==> config.mk <==
export PLATFORM = sky130hd
export DESIGN_NAME = demux_lane_sched
export DESIGN_NICKNAME = d
export VERILOG_FILES = /design/src/rtl/demux_lane_sched_pkg.sv /design/src/rtl/sched_skid_fifo.sv /design/src/rtl/demux_lane_sched.sv
export SDC_FILE = /design/constraint.sdc
export NUM_CORES = 1
export LEC_CHECK = 0
export CORE_UTILIZATION = 50
export CTS_CLUSTER_DIAMETER = 150
export DETAILED_ROUTE_END_ITERATION = 6
export GPL_ROUTABILITY_DRIVEN = 0
export PLACE_DENSITY_LB_ADDON = 0.1
export SYNTH_ARGS = -nofsm -noshare
export SYNTH_HDL_FRONTEND = slang
export SYNTH_SLANG_ARGS = --single-unit
==> constraint.sdc <==
create_clock -name clk -period 3.83 [get_ports clk]
set_clock_uncertainty 0.15 [all_clocks]
set_input_delay 0.766 -clock clk [delete_from_list [all_inputs] [get_ports clk]]
set_output_delay 0.766 -clock clk [all_outputs]
set_load 0.01 [all_outputs]
==> src/rtl/demux_lane_sched_pkg.sv <==
// Shared definitions for the two-lane demux scheduler: state encoding,
// lane count and default data width.
package demux_lane_sched_pkg;

  localparam int DEFAULT_DATA_W = 8;
  localparam int NUM_LANES      = 2;
  localparam int LANE_W         = $clog2(NUM_LANES);

  typedef logic [1:0]        state_t;
  typedef logic [LANE_W-1:0] lane_t;

  localparam state_t ST_IDLE   = 2'd0;
  localparam state_t ST_ACTIVE = 2'd1;
  localparam state_t ST_DRAIN  = 2'd2;

endpackage

==> src/rtl/sched_skid_fifo.sv <==
// Two-entry skid FIFO feeding the lane scheduler. Push is ignored when full,
// and pop is ignored when empty. A simultaneous push and pop keeps occupancy.
module sched_skid_fifo
  import demux_lane_sched_pkg::*;
#(
  parameter int DATA_W = DEFAULT_DATA_W
) (
  input  logic              clk,
  input  logic              reset_L,
  input  logic              push,
  input  logic              pop,
  input  logic [DATA_W-1:0] din,
  output logic [DATA_W-1:0] head,
  output logic [1:0]        occ
);

  logic [DATA_W-1:0] mem [2];
  logic              wr_idx;
  logic              rd_idx;
  logic              do_push;
  logic              do_pop;

  assign do_push = push && (occ != 2'd2);
  assign do_pop  = pop  && (occ != 2'd0);
  assign head    = mem[rd_idx];

  // NOTE: storage is deliberately left out of reset; occupancy alone decides
  // which entries are live, so clearing it is enough to discard contents.
  always_ff @(posedge clk) begin
    if (do_push) mem[wr_idx] <= din;
  end

  always_ff @(posedge clk or negedge reset_L) begin
    if (!reset_L) begin
      wr_idx <= 1'b0;
      rd_idx <= 1'b0;
      occ    <= 2'd0;
    end else begin
      if (do_push) wr_idx <= ~wr_idx;
      if (do_pop)  rd_idx <= ~rd_idx;
      occ <= occ + 2'(do_push) - 2'(do_pop);
    end
  end

endmodule

==> src/rtl/demux_lane_sched.sv <==
// Two-lane demux scheduler: buffers upstream words in a 2-entry FIFO and
// dispatches them to lane 0 or 1, alternating or skipping paused lanes.
module demux_lane_sched
  import demux_lane_sched_pkg::*;
#(
  parameter int DATA_W     = DEFAULT_DATA_W,
  parameter int FIFO_DEPTH = 2
) (
  input  logic              clk,
  input  logic              reset_L,
  input  logic              enable,
  input  logic              mode,
  input  logic              valid_in,
  input  logic [DATA_W-1:0] data_in,
  output logic              ready_out,
  input  logic              pause0,
  input  logic              pause1,
  output logic              valid_out0,
  output logic              valid_out1,
  output logic [DATA_W-1:0] data_out0,
  output logic [DATA_W-1:0] data_out1,
  output logic              sel,
  output logic [7:0]        count0,
  output logic [7:0]        count1
);

  state_t                state;
  state_t                state_next;
  lane_t                 ptr;
  lane_t                 alt;
  lane_t                 lane;
  logic                  lane_ok;
  logic                  running;
  logic                  push;
  logic                  pop;
  logic [1:0]            occ;
  logic [1:0]            occ_next;
  logic [DATA_W-1:0]     head;
  logic [NUM_LANES-1:0]  pause_vec;

  sched_skid_fifo #(.DATA_W(DATA_W)) u_fifo (
    .clk     (clk),
    .reset_L (reset_L),
    .push    (push),
    .pop     (pop),
    .din     (data_in),
    .head    (head),
    .occ     (occ)
  );

  assign pause_vec = {pause1, pause0};
  assign alt       = ~ptr;
  assign running   = (state == ST_ACTIVE) || (state == ST_DRAIN);
  assign ready_out = (state == ST_ACTIVE) && (occ < 2'(FIFO_DEPTH));
  assign push      = valid_in && ready_out;
  assign pop       = running && (occ != 2'd0) && lane_ok;
  assign occ_next  = occ + 2'(push) - 2'(pop);

  // NOTE: every always_comb output gets a default first so no path can leave
  // it unassigned and infer a latch.
  always_comb begin
    lane    = ptr;
    lane_ok = 1'b0;
    if (!pause_vec[ptr]) begin
      lane_ok = 1'b1;
    end else if (mode && !pause_vec[alt]) begin
      lane    = alt;
      lane_ok = 1'b1;
    end
  end

  // Leaving ACTIVE/DRAIN looks at post-edge occupancy so a word accepted or
  // popped on the same edge is accounted for.
  always_comb begin
    state_next = state;
    case (state)
      ST_IDLE:   if (enable) state_next = ST_ACTIVE;
      ST_ACTIVE: if (!enable) state_next = (occ_next != 2'd0) ? ST_DRAIN : ST_IDLE;
      ST_DRAIN: begin
        if (enable)                 state_next = ST_ACTIVE;
        else if (occ_next == 2'd0)  state_next = ST_IDLE;
      end
      default:   state_next = ST_IDLE;
    endcase
  end

  // NOTE: all sequential state uses non-blocking assignments so every
  // register samples pre-edge values regardless of statement order.
  always_ff @(posedge clk or negedge reset_L) begin
    if (!reset_L) begin
      state      <= ST_IDLE;
      ptr        <= '0;
      sel        <= 1'b0;
      valid_out0 <= 1'b0;
      valid_out1 <= 1'b0;
      data_out0  <= '0;
      data_out1  <= '0;
      count0     <= 8'd0;
      count1     <= 8'd0;
    end else begin
      state      <= state_next;
      valid_out0 <= pop && (lane == lane_t'(0));
      valid_out1 <= pop && (lane == lane_t'(1));
      if (state_next == ST_IDLE) ptr <= '0;
      else if (pop)              ptr <= ~lane;
      if (pop) begin
        sel <= lane[0];
        if (lane == lane_t'(0)) begin
          data_out0 <= head;
          count0    <= count0 + 8'd1;
        end else begin
          data_out1 <= head;
          count1    <= count1 + 8'd1;
        end
      end
    end
  end

endmodule

# Word level (Yosys, flattened, before mapping)
# Memories as Yosys holds them, arrays and structs flattened.
# Index checks and enable logic that the tools add are counted.
dict set report classes {
  addsub 6
  order_cmp 3
  n_eq_ne 3
  n_mux 18
  n_bitwise 4
  n_reduce_logical 19
}
# op count
set ops {}
lappend ops {{$add A8 B1 Y8 const B} 2}
lappend ops {{$mux W1} 12}
lappend ops {{$mux W2} 5}
lappend ops {{$logic_and A1 B1 Y1} 9}
lappend ops {{$logic_not A2 Y1} 3}
lappend ops {{$pmux W2 S3} 1}
lappend ops {{$reduce_bool A2 Y1} 3}
lappend ops {{$add A2 B1 Y2} 2}
lappend ops {{$lt A1 B2 Y1 const B} 2}
lappend ops {{$not A1 Y1} 4}
lappend ops {{$reduce_and A2 Y1} 2}
lappend ops {{$sub A2 B1 Y2} 2}
lappend ops {{$eq A2 B1 Y1 const B} 1}
lappend ops {{$eq A2 B2 Y1 const B} 1}
lappend ops {{$lt A2 B2 Y1 const B} 1}
lappend ops {{$ne A2 B2 Y1 const B} 1}
lappend ops {{$logic_not A1 Y1} 1}
lappend ops {{$logic_or A1 B1 Y1} 1}
dict set report totals {
  ff_bits 42
  ram_bits 16
  inputBits 15
  out_inout_bits 36
  wordCells 66
  mem_count 1
}
# name words word_bits read_ports rd_clocked_by_memory_dff write_ports line_no
set memory_table {}
lappend memory_table {u_fifo.mem 2 8 1 0 1 sched_skid_fifo.sv:17} ;# logic [DATA_W-1:0] mem [2];

# Longest topological paths before layout
dict set report depth {
  ltp_word 15
  ltp_mapped 11
}

# Cells and area by module
# A second synthesis with hierarchy kept.
dict set report hier_totals {
  cells_unflattened 172
  area_unflattened_um2 2484.9
}
# module n_inst cells_each area_per_inst_um2 seq_area_each_um2
set by_module_without_submodules {}
lappend by_module_without_submodules {demux_lane_sched 1 130 1702.9 950.9}
lappend by_module_without_submodules {sched_skid_fifo 1 42 782.0 580.6}

# Worst setup path after synthesis
# OpenSTA, ideal clock, no wires.
dict set report synth_path {
  kind {input to register}
  start {input pause1}
  end {register ptr}
  t_arrival_ps 2565
  t_required_ps 3598
  setup_slack_ps 1033
  path_stages 9
  path_cell_list {o21bai_1 a211oi_1 xnor2_1 ha_1 nand2b_1 nor2_1 mux2_4 o22a_1 a31oi_1}
}
dict set report synth_via {
  elab_chain_len 14
  elab_cells_between_ends 24
  cone_classes {add/sub (1); mux (15); bitwise (1); reduce/logical (7)}
}
# element line_no
set synth_lines {}
lappend synth_lines {{from (decl)} demux_lane_sched.sv:17} ;# input logic pause1,
lappend synth_lines {{$mux W1 (implied by the code) (2 in series)} demux_lane_sched.sv:66} ;# end else if (mode && !pause_vec[alt]) begin
lappend synth_lines {{$logic_not A1 Y1} demux_lane_sched.sv:66}
lappend synth_lines {{$logic_and A1 B1 Y1} demux_lane_sched.sv:66}
lappend synth_lines {{$mux W1} demux_lane_sched.sv:66}
lappend synth_lines {{$mux W1} demux_lane_sched.sv:64} ;# if (!pause_vec[ptr]) begin
lappend synth_lines {{$logic_and A1 B1 Y1} demux_lane_sched.sv:56} ;# assign pop = running && (occ != 2'd0) && lane_ok;
lappend synth_lines {{$sub A2 B1 Y2} demux_lane_sched.sv:57} ;# assign occ_next = occ + 2'(push) - 2'(pop);
lappend synth_lines {{$logic_not A2 Y1 / $reduce_bool A2 Y1 (equally long branches)} {demux_lane_sched.sv:81, demux_lane_sched.sv:78}}
lappend synth_lines {{$mux W2, on equally long branches} {demux_lane_sched.sv:81, demux_lane_sched.sv:78}}
lappend synth_lines {{$mux W2, on equally long branches} {demux_lane_sched.sv:80, demux_lane_sched.sv:78}}
lappend synth_lines {{$pmux W2 S3} demux_lane_sched.sv:76} ;# case (state)
lappend synth_lines {{$logic_not A2 Y1} demux_lane_sched.sv:104} ;# if (state_next == ST_IDLE) ptr <= '0;
lappend synth_lines {{$mux W1 / $reduce_bool A2 Y1 (equally long branches)} --}
lappend synth_lines {{to (signal assigned)} demux_lane_sched.sv:105} ;# else if (pop) ptr <= ~lane;
lappend synth_lines {{to (decl)} demux_lane_sched.sv:29} ;# lane_t ptr;
# Parallel ways exist; a longest one is shown, timed or not. The select of a mux whose other input is x is not followed.
# A chain may end at the register's enable or synchronous reset.

# Worst setup path after layout
# Same ends and word-level chain as after synthesis.

==> results.md <==
- The flow ran to the end, and the final reports show no timing, DRC or antenna violations.
- During I/O placement, the number of pins put on the boundary was 51.
- Together, buffers and inverters on the worst path number 1.
- The data required time of the critical path is 3.93 ns.
- The number of hold buffers added after CTS was 0.
- The core region is 4755 µm².
- The worst max-slew margin expressed relative to the limit is between 30% and 40%.
- The die is roughly 72 µm tall.
- The initial antenna violation count is 0.
- The worst setup path category is input port to register.
- The horizontal die dimension is 72.32 µm.
- The number of global-route vias before repair is 1523.
- The post-route non-filler standard cell count is approximately 330.
- The path class of the tightest hold or removal check is register to register.
- At the pin with the least slew margin, the transition time is ~0.9 ns.
- Power comes to 2.568 mW.
- Setup repair after global routing left no endpoint under its margin.
- The count of buffers added on input and output ports is 50.
- The arrival time at the worst endpoint is roughly 3.1 ns.
- The first-pass iteration count of the detailed router is 4.
- The sort of element at the end of the critical path is a register.
- The number of standard-cell rows in the floorplan is 25.
- For this run, the total global-route usage over all layers was measured as a little under a fifth.
- The final critical path takes up roughly four fifths of the cycle.
- The number of nets at the end of the flow is 281.
- The worst path in the final design needs a cycle of roughly 3 ns, including I/O delays and setup.
- After the first detailed-routing iteration, the DRC count stood at 53.
- The effective utilization at floorplan is about half.
- The total count of hold-check failures in the final report is 0.
- TritonCTS built the clock tree.
- The post-CTS clock slew at the launch and capture registers of the worst setup and hold paths is around 0.06 ns.
- Yosys mapped the design onto 37 distinct sky130hd cell types.
- The total inserted antenna cells is 0.
- The number of nets handed over by synthesis was ~220.
- The H-tree was split into 3 levels.
- Grouping stages by cell kind, the critical path spends the most delay in compound AO/OA/AOI/OAI gates.
- The tree is rooted in a clkbuf_8.
- The tightest hold margin is 0.3202 ns.
- After synthesis the cells add up to 2472 µm².
- The number of max-cap violations is 0.
- The final design area excluding fillers is between 3000 and 4000 µm².
- The async set-or-reset flop fraction in the synthesized netlist is 72.41%.
- Static timing analysis puts the maximum clock frequency at between 300 and 400 MHz.
- The clock reaches the later pin of the worst-skew pair after 0.32 ns.
- Prior to clock tree synthesis, the placed netlist has a worst setup slack of approximately 0.48 ns.
- In the final layout, the share of cells above drive strength 1 is a little under 10%.
- The largest stage delay on the critical path is ~0.52 ns.
- Each instance of the synthesized netlist takes up on average about 12 µm².
- The post-CTS setup repair buffer count is 0.
- Yosys attributes the largest share of cell area to dfrtp_1 (43%), edfxtp_1 (19%), xnor2_1 (5.3%).
- Counting tap cells, the placed design contains a total of about 310 instances.
- The die area is approximately 5200 µm².
- The buffer levels on the longest clock path is 2.
- Dividing the detail-routed via count by the number of cells gives 4.976.
- The cell type contributing the most total cell area after synthesis is dfrtp_1.
- The total vias in the final route is about 1600.
- The final setup violation count is 0.
- The first global-routing pass estimated 7072 µm of wire.
- The overall overflow remaining after global route is 0.
- The number of warnings reported in the yosys synthesis log is 0.
- The static leakage power is ~1.4 nW.
- The post-synthesis register bit count is 58.
- The clock drives 58 sinks.
- The pin count of the biggest net entering global routing is between 40 and 50.
- Walking the worst path, the cells encountered are clkdlybuf4s50_1 > o21bai_1 > a211oi_1 > xnor2_1 > ha_1 > nand2b_1 > nor2_1 > mux2_4 > o22a_1 > a31oi_1.
- Across the VDD grid, the largest voltage drop is ~0.00043 V.
- The total CTS buffers is 9.
- The most frequent standard cell in the layout excluding fill and tap cells is clkdlybuf4s50_1.
- The share of the core filled with cells is 68.45%.
- The sequential area share after synthesis is between 60% and 70%.
- Setup total negative slack on the finished layout was measured at 0 ns.
- The relative area change from synthesis to final layout is 31.63%.
- After layout, the worst setup slack is 0.8056 ns.
- The slowest stage cell on the critical path is clkdlybuf4s50_1.
- The final routed wire length divided by cell count is about 13 µm.
- The top fanout value on the critical path is 7.
- The count of pins over their slew limit is 0.
- Summed over its instances, the top area cell type makes up approximately 43% of the synthesized netlist area.
- The final wirelength is between 4000 and 5000 µm.
- The total DRC errors in the routed layout is 0.
- The number of instances in the synthesized netlist is 199.
- The post-cts sizing count is 0.
- Leaving out fill and tap cells, the most frequent cells in the layout are clkdlybuf4s50_1 (49), dfrtp_1 (42), nor2_1 (24), a21oi_1 (18), edfxtp_1 (16).
- In the synthesized netlist the dominant register cell turns out to be dfrtp_1.
- The power density of the placed cells is between 700 and 800 nW/µm².
- The HPWL after detailed placement is 3040 µm.
- STA classifies the critical path startpoint as an input port.
- The post-placement cell area is around 3000 µm².
- In this run the remaining antenna-violating nets after routing total 0.
- In this run, synthesis inferred 16 flip-flops with an integrated enable.
[worst reg2reg max path, stage by stage (launching register included)]
cell and delay, ns:
dfrtp_1 0.39, inv_1 0.10, ha_1 0.30, o21ai_1 0.16, a211oi_1 0.34, xnor2_1 0.11, ha_1 0.33, nand2b_1 0.13
nor2_1 0.05, mux2_4 0.27, o22a_1 0.21, a31oi_1 0.17
[metal layers]
| layer | routed length (µm) | GRT usage, % | vias up |
|---|---|---|---|
| met1 | 2112 | 26.44 | 773 |
| li1 | - | - | 816 |
| met4 | 53 | 7.843 | 0 |
| met2 | 1922 | 26.48 | 40 |
| met3 | 171 | 5.972 | 8 |
| met5 | 0 | 0 | - |
[kinds of logic after synthesis]
kind of cell,Yosys count,synth area share [%]
AOI/OAI and AO/OA,31,7.440
DFF,58,61.94
xor gates and xnor gates,20,7.085
buffers and inverters,12,2.075
and+or+nand+nor,56,11.29
adders and majority gates,9,4.555
muxes,13,5.617
[registers in the layout, summed over array words and instances, names as in the netlist]
| register | cells |
|---|---|
| count0 | 8 |
| count1 | 8 |
| data_out0 | 8 |
| data_out1 | 8 |
| ptr | 1 |
| sel | 1 |
| state | 2 |
| u_fifo.mem | 16 |
| u_fifo.occ | 2 |
| u_fifo.rd_idx | 1 |
| u_fifo.wr_idx | 1 |
| valid_out0 | 1 |
| valid_out1 | 1 |
[power breakdown]
group	internal (mW)	switching, mW
clock	0.361	0.223
sequential	0.836	0.168
combinational	0.528	0.451
total	1.73	0.843
[final timing paths]
path	startpoint	end	slack [ns]	cells after the start
setup / recovery	pause1	ptr	0.81	10
hold / removal	count1[7]	count1[7]	0.32	1
setup reg to reg	state[0]	ptr	1.04	11
hold reg to reg	count1[7]	count1[7]	0.32	1
max in group asynchronous	reset_L	data_out1[3]	2.54	1
min in group asynchronous	reset_L	count0[7]	0.41	1
[cell type report]
class,count,area (µm²)
flip-flops and latches,58,1531
well taps,67,83.83
repair buffers,53,518.0
multi-input cells,129,889.6
fillers,361,1500
clock inverters,6,81.33
inverters,6,22.52
clock buffers,10,127.6
[synth_stat cells (2+ instances only)]
cell type / number
inv_1: 6
and2_1: 2
nand4_1: 7
and3_1: 4
mux2i_1: 9
edfxtp_1: 16
nand3_1: 2
clkbuf_1: 2
a21oi_1: 18
nand2_1: 8
dfrtp_1: 42
xnor2_1: 15
ha_1: 9
xor2_1: 5
o21ai_0: 4
nor3_1: 2
buf_2: 2
mux2_2: 3
nand2b_1: 2
nor2_1: 24
(Power assumes the default switching activity.)
